`src/rtl/fp_operand_feeder.sv`:
```
// Operand-pair FIFO and load sequencer in front of the serial-load fp_adder.
// Issues start/A/B to the adder, waits for finished (or times out) and holds one result.
module fp_operand_feeder #(
   parameter int unsigned DEPTH   = 4,
   parameter int unsigned TIMEOUT = 64
) (
   input  logic                   clk,
   input  logic                   reset,
   input  logic                   in_valid,
   output logic                   in_ready,
   input  logic [31:0]            in_a,
   input  logic [31:0]            in_b,
   output logic                   out_valid,
   input  logic                   out_ready,
   output logic [31:0]            out_result,
   output logic                   out_timeout,
   output logic                   add_start,
   output logic [31:0]            add_data,
   input  logic                   add_finished,
   input  logic [31:0]            add_result,
   output logic                   busy,
   output logic [$clog2(DEPTH):0] count
);

   localparam int unsigned PtrW = $clog2(DEPTH);
   localparam int unsigned CntW = PtrW + 1;
   localparam int unsigned TmoW = $clog2(TIMEOUT);
   localparam logic [CntW-1:0] Full    = CntW'(DEPTH);
   localparam logic [TmoW-1:0] TmoLast = TmoW'(TIMEOUT - 1);
   localparam logic [31:0]     QNaN    = 32'h7FC0_0000;

   typedef enum logic [2:0] {StIdle, StStart, StOpA, StOpB, StWait} state_e;

   state_e          state_q;
   logic [63:0]     mem_q [DEPTH];
   logic [PtrW-1:0] wr_ptr_q, rd_ptr_q;
   logic [CntW-1:0] count_q;
   logic [31:0]     opa_q, opb_q;
   logic [TmoW-1:0] tmo_cnt_q;
   logic            out_valid_q, out_timeout_q, add_start_q;
   logic [31:0]     out_result_q, add_data_q;
   logic            push, pop;

   assign in_ready = count_q < Full;
   assign push     = in_valid && in_ready;
   // Only launch when the result slot will be free by the time this op captures.
   assign pop      = (state_q == StIdle) && (count_q != '0) && (!out_valid_q || out_ready);

   always_ff @(posedge clk) begin
      if (push && !reset) begin
         mem_q[wr_ptr_q] <= {in_a, in_b};
      end
   end

   always_ff @(posedge clk) begin
      if (reset) begin
         wr_ptr_q <= '0;
         rd_ptr_q <= '0;
         count_q  <= '0;
      end else begin
         if (push) wr_ptr_q <= wr_ptr_q + 1'b1;
         if (pop)  rd_ptr_q <= rd_ptr_q + 1'b1;
         if (push && !pop) begin
            count_q <= count_q + 1'b1;
         end else if (pop && !push) begin
            count_q <= count_q - 1'b1;
         end
      end
   end

   always_ff @(posedge clk) begin
      if (reset) begin
         state_q       <= StIdle;
         opa_q         <= '0;
         opb_q         <= '0;
         tmo_cnt_q     <= '0;
         add_start_q   <= 1'b0;
         add_data_q    <= '0;
         out_valid_q   <= 1'b0;
         out_timeout_q <= 1'b0;
         out_result_q  <= '0;
      end else begin
         // A capture in WAIT below overrides this release.
         if (out_valid_q && out_ready) out_valid_q <= 1'b0;
         unique case (state_q)
            StIdle: begin
               if (pop) begin
                  state_q        <= StStart;
                  {opa_q, opb_q} <= mem_q[rd_ptr_q];
                  add_start_q    <= 1'b1;
                  add_data_q     <= '0;
               end
            end
            StStart: begin
               state_q     <= StOpA;
               add_start_q <= 1'b0;
               add_data_q  <= opa_q;
            end
            StOpA: begin
               state_q    <= StOpB;
               add_data_q <= opb_q;
            end
            StOpB: begin
               state_q   <= StWait;
               tmo_cnt_q <= '0;
            end
            StWait: begin
               if (add_finished) begin
                  out_result_q  <= add_result;
                  out_timeout_q <= 1'b0;
                  out_valid_q   <= 1'b1;
                  state_q       <= StIdle;
               end else if (tmo_cnt_q == TmoLast) begin
                  out_result_q  <= QNaN;
                  out_timeout_q <= 1'b1;
                  out_valid_q   <= 1'b1;
                  state_q       <= StIdle;
               end else begin
                  tmo_cnt_q <= tmo_cnt_q + 1'b1;
               end
            end
            default: state_q <= StIdle;
         endcase
      end
   end

   assign out_valid   = out_valid_q;
   assign out_result  = out_result_q;
   assign out_timeout = out_timeout_q;
   assign add_start   = add_start_q;
   assign add_data    = add_data_q;
   assign busy        = state_q != StIdle;
   assign count       = count_q;

endmodule

```
`config.mk`:
```
export PLATFORM = sky130hd
export DESIGN_NAME = fp_operand_feeder
export DESIGN_NICKNAME = d
export VERILOG_FILES = /design/src/rtl/fp_operand_feeder.sv
export SDC_FILE = /design/constraint.sdc
export NUM_CORES = 1
export LEC_CHECK = 0
export CAP_MARGIN = 20
export CORE_MARGIN = 2
export CORE_UTILIZATION = 35
export CTS_BUF_LIST = sky130_fd_sc_hd__clkbuf_16
export DETAILED_ROUTE_END_ITERATION = 16
export HOLD_SLACK_MARGIN = 0.12
export PLACE_DENSITY = 0.55
export SLEW_MARGIN = 20
export SYNTH_ARGS = -nofsm -noshare
export SYNTH_HDL_FRONTEND = slang
export SYNTH_SLANG_ARGS = --single-unit
```
`constraint.sdc`:
```
create_clock -name clk -period 3.46 [get_ports clk]
set_input_delay 0.692 -clock clk [delete_from_list [all_inputs] [get_ports clk]]
set_output_delay 0.692 -clock clk [all_outputs]
set_load 0.05 [all_outputs]
```
### Word-level counts from Yosys, hierarchy flattened

Memory sizes are Yosys's and may differ from the RTL's. A register that Yosys moved wholly into a read port is not among the register bits.
Cells that the tools add are included.

* register bits: 83
* bits in writable memories: 256
* bits of input ports: 101
* output and inout port bits: 72
* logic and storage cells: 75
* memories: 1

* $add $sub $neg: 5
* magnitude comparators: 1
* eq/ne operators: 9
* muxes and demuxes: 23
* reduce and logical (&&, ||, !) cells: 26

Memories
* mem_q: words 4, bits a word 64, rd ports 1, clocked after Yosys merged registers in 1, write ports 1, RTL line 35 `logic [63:0] mem_q [DEPTH];`

Operator list (number)
* $mux 32: 3
* $pmux 32 s3: 1
* $mux 3: 5
* $pmux 3 s5: 1
* $mux 6: 2
* $pmux 6 s2: 1
* $reduce_and 2->1: 5
* $mux 1: 9
* $reduce_bool 3->1: 3
* $reduce_bool 2->1: 4
* $logic_and 1x1->1: 7
* $add 6x1->6 const B: 1
* $eq 3x2->1 const B: 2
* $eq 6x6->1 const B: 1
* $ne 2x2->1 const B: 3
* $add 2x1->2 const B: 2
* $logic_not 1->1: 4
* $add 3x1->3 const B: 1
* $eq 3x1->1 const B: 1
* $eq 3x3->1 const B: 1
* $logic_not 3->1: 1
* $lt 3x3->1 const B: 1
* $ne 3x3->1 const B: 1
* $reduce_and 3->1: 1
* 3 further kinds: 3

### Logic depth before layout (Yosys ltp)

* word-level depth: 6
* mapped depth: 11
* gate-level depth less buffers: 9

### Worst setup path after synthesis

No wires, ideal clock.

* path type: input port to flip-flop
* start: input port in_valid
* end: memory mem_q[0][0], enable pin
* library setup time: 429 ps
* arrival time: 2725 ps
* setup slack: 306 ps
* stages: 3
* buffers on the path: 0
* cells stage by stage: nor2b_1 -> nor2b_1 -> and2_1

* word-level cells in the longest chain between the ends: 4

RTL lines
* start, declared: RTL line 9 `input logic in_valid,`
* $logic_and 1x1->1: RTL line 45 `assign push = in_valid && in_ready;`
* $logic_and 1x1->1: RTL line 50 `if (push && !reset) begin`
* $mux 1: RTL line 50
* $mux 1 (implied by the code): RTL line 51 `mem_q[wr_ptr_q] <= {in_a, in_b};`
* end, declared: RTL line 35

No other way between the ends.

### Worst setup path in the final report

* start: register state_q[0]
* end: output port busy

* word-level cells in the longest chain between the ends: 1

RTL lines
* start, declared: RTL line 34 `state_e state_q;`
* start signal, assigned: RTL line 73 `state_q <= StIdle;`
* start signal, assigned: RTL line 88 `state_q <= StStart;`
* start signal, assigned: RTL line 95 `state_q <= StOpA;`
* $reduce_bool 3->1: RTL line 132 `assign busy = state_q != StIdle;`
* end, declared: RTL line 21 `output logic busy,`

No other way between the ends.

==> impl_metrics.toml <==
[yosys]
synth_mux_area_share_pct = 9.69
synthTopCellsByCount = "256 x edfxtp_1, 147 x dfxtp_1, 131 x nand2_1"
ys_seq_elements = 403
syn_nets = 1107
yosysMostFrequentCell = "edfxtp_1"
seq_area_frac_synth_pct = 71.0
synth_top_cell_by_area = "edfxtp_1"
synthTopCellsByArea = "edfxtp_1 51%, dfxtp_1 20%, mux4_2 9.6%"
synth-compound-area-share_pct = 8.69
yosysWarnings = 0
synth_fa_ha_area_share_pct = 0.635
synth_xor_area_share_pct = 0.292
synthCells = 999
synth_area_sq_um = 15000
yosys.area_share.simple_pct = 7.25
ys.flop_type = "edfxtp_1"
synth.distinct_cells = 52
synth_top_area_share_pct = 51.3
async_reset_ff_share_pct = 0
synth_top_family_by_area = "multiplexers"
synth_edf_count = 256
synth.avg_cell_area_sq_um = 15.0

[pwr]
power.density_nw_per_um2 = 719
max-vdd-ir-drop_mv = 0.404
power_leakage_uw = 0.00605

[cts]
cts_resized = 0
clockRootBuffer = "clkbuf_16"
worstSkewPairLatency_ps = 560
cts_hold_buf = 0
cts_tree = "done"
clk_pin_slew_ps = 60
cts.sinks = 403
htreeDepth = 2
cts_buffers = 43
clockBufferDepth = 3
cts_setup_buffers = 0

[final_layout]
finish.utilization_pct = 44.3
antenna_cells = 0
seqCellArea_sq_um = 10600
nets = 1286
multi_input_area_sq_um = 4000
layout-drive-gt1-share_pct = 14.9
area_growth_pct = 24.5
n_fill_cell = 3759

[critical_path]
endpoint_kind = "output port"
start_kind = "flop"
crit_chain = "nor3_1, inv_1, clkdlybuf4s50_1"
crit_path_top_delay_cell = "clkdlybuf4s50_1"
max_stage_delay_ps = 830
crit_arrival_ps = 2360
crit_type = "reg2out"
cp.required_ps = 2770
cp_max_fo = 10

[timing]
setup_viol = 0
relSlewSlack_pct = 38.1
fin_crit_ps = 3050
hold_viol_final = 0
timing.setup.tns_ps = 0
clock_skew_ps = 20.9
worstMarginPinSlew_ps = 927
clock.fmax_mhz = 328
rsz0062_at_grt = "false"
maxSlewViolCount = 0
finalCritPeriodShare_pct = 88.1

[die]
die-area_sq_um = 44400
design.core.area_sq_um = 42000
die-width_microns = 211
start_util_pct = 35.6
fp-row-count = 75
io-pin-count = 173
die_h_microns = 211

[drt]
routed_wl_mm = 35.9
wl_met3_mm = 2.15
viasPerCell = 5.09
wl_per_cell_microns = 20.5
drt-met1-wl_mm = 16.5
ant_nets = 0
drc = 0
routed-wl-met2_mm = 16.4
drt-pass1-iter-count = 5
dr.max_layer_used = "met5"
drt_iter0_drc = 585
via_count = 8914

[global_routing]
overflow = 0
track_usage_pct = 16.3
antenna_found_initial = 2
grt_start_max_net_pins = 66
grt_pass1_vias = 9205
grt_pass1_wl_mm = 55.2

[hold_path]
hold_class = "reg2reg"

[job]
drv_cap = 0

[outcome]
status = "complete, no violations"

[place]
port_buffers = 172
place_congestion = 0.707
dp_hpwl_mm = 22.6
-- report_power, final --
part	internal (uW)	switching, uW
Clock	2260	1830
Combinational	1270	1910
Sequential	5680	446
Total	9210	4190
-- area by class of cell --
type | count | share of cell area [%]
Multi-Input combinational cell | 522 | 21.5
Clock inverter | 36 | 0.933
Clock buffer | 43 | 5.77
Inverter | 6 | 0.121
Sequential cell | 403 | 57.1
Timing Repair Buffer | 202 | 11.0
Tap cell | 539 | 3.62
-- cells by family (layout without fill, tap and decap cells) --
kind of cell | Yosys count | count (layout)
simple gates | 228 | 228
compound gates | 217 | 217
buf+inv | 74 | 287
mux | 65 | 65
flops | 403 | 403
fa+ha+maj | 7 | 7
xor+xnor | 5 | 5
-- final timing paths --
path                            startpoint        endpoint  slack (ps)  cells past startpoint
worst max-delay path            state_q[0]            busy         410                      3
worst min-delay path              opa_q[9]        opa_q[9]         450                      2
worst max register to register  state_q[2]  out_result[12]         940                      6
worst min register to register    opa_q[9]        opa_q[9]         450                      2
-- worst max-delay path: cells and delay by family, from the launching register on --
| family | cells | cell delay (ps) |
|---|---|---|
| flops | 1 | 680 |
| buf+inv | 2 | 930 |
| simple gates | 1 | 190 |
-- routing by layer --
metal | up-vias | GRT usage [%]
met5 | - | 0
met4 | 4 | 5.61
met3 | 60 | 3.49
met2 | 247 | 25.8
met1 | 4473 | 22.4
li1 | 4130 | -
-- state kept, by name, summed over array words and instances, names as in the netlist --
signal	count
mem_q	256
add_data	32
opa_q	32
opb_q	32
out_result	32
tmo_cnt_q	6
count	3
state_q	3
rd_ptr_q	2
wr_ptr_q	2
add_start	1
out_timeout	1
out_valid	1
-- per-stage QoR --
stage / cells / area [sq um] / setup WS [ps] / power [uW] / hold WS (ps)
after CTS: 1751 / 18600 / 366 / 13600 / 455
after global routing: 1751 / 18600 / 314 / 14100 / 475
final: 1751 / 18600 / 411 / 13400 / 454
after detailed placement: 1672 / 17400 / 454 / 9450 / 446
after global placement: 1672 / 17400 / 440 / 9410 / 443
after floorplan: 999 / 15000 / 306 / 8330 / 436
-- cells in the final DEF, fill, tap and decap left out, types with 23 or more instances in the layout --
cell type        synthesis  final
clkbuf_16                0     43
nand2_1                131    131
edfxtp_1               256    256
a21oi_1                113    113
clkdlybuf4s50_1          0    171
dfxtp_1                147    145
buf_4                   14     23
a22o_1                  23     23
mux4_2                  64     64
a22oi_1                 32     32
o21ai_0                 31     31
No activity file was read; power rests on OpenSTA's default activity.
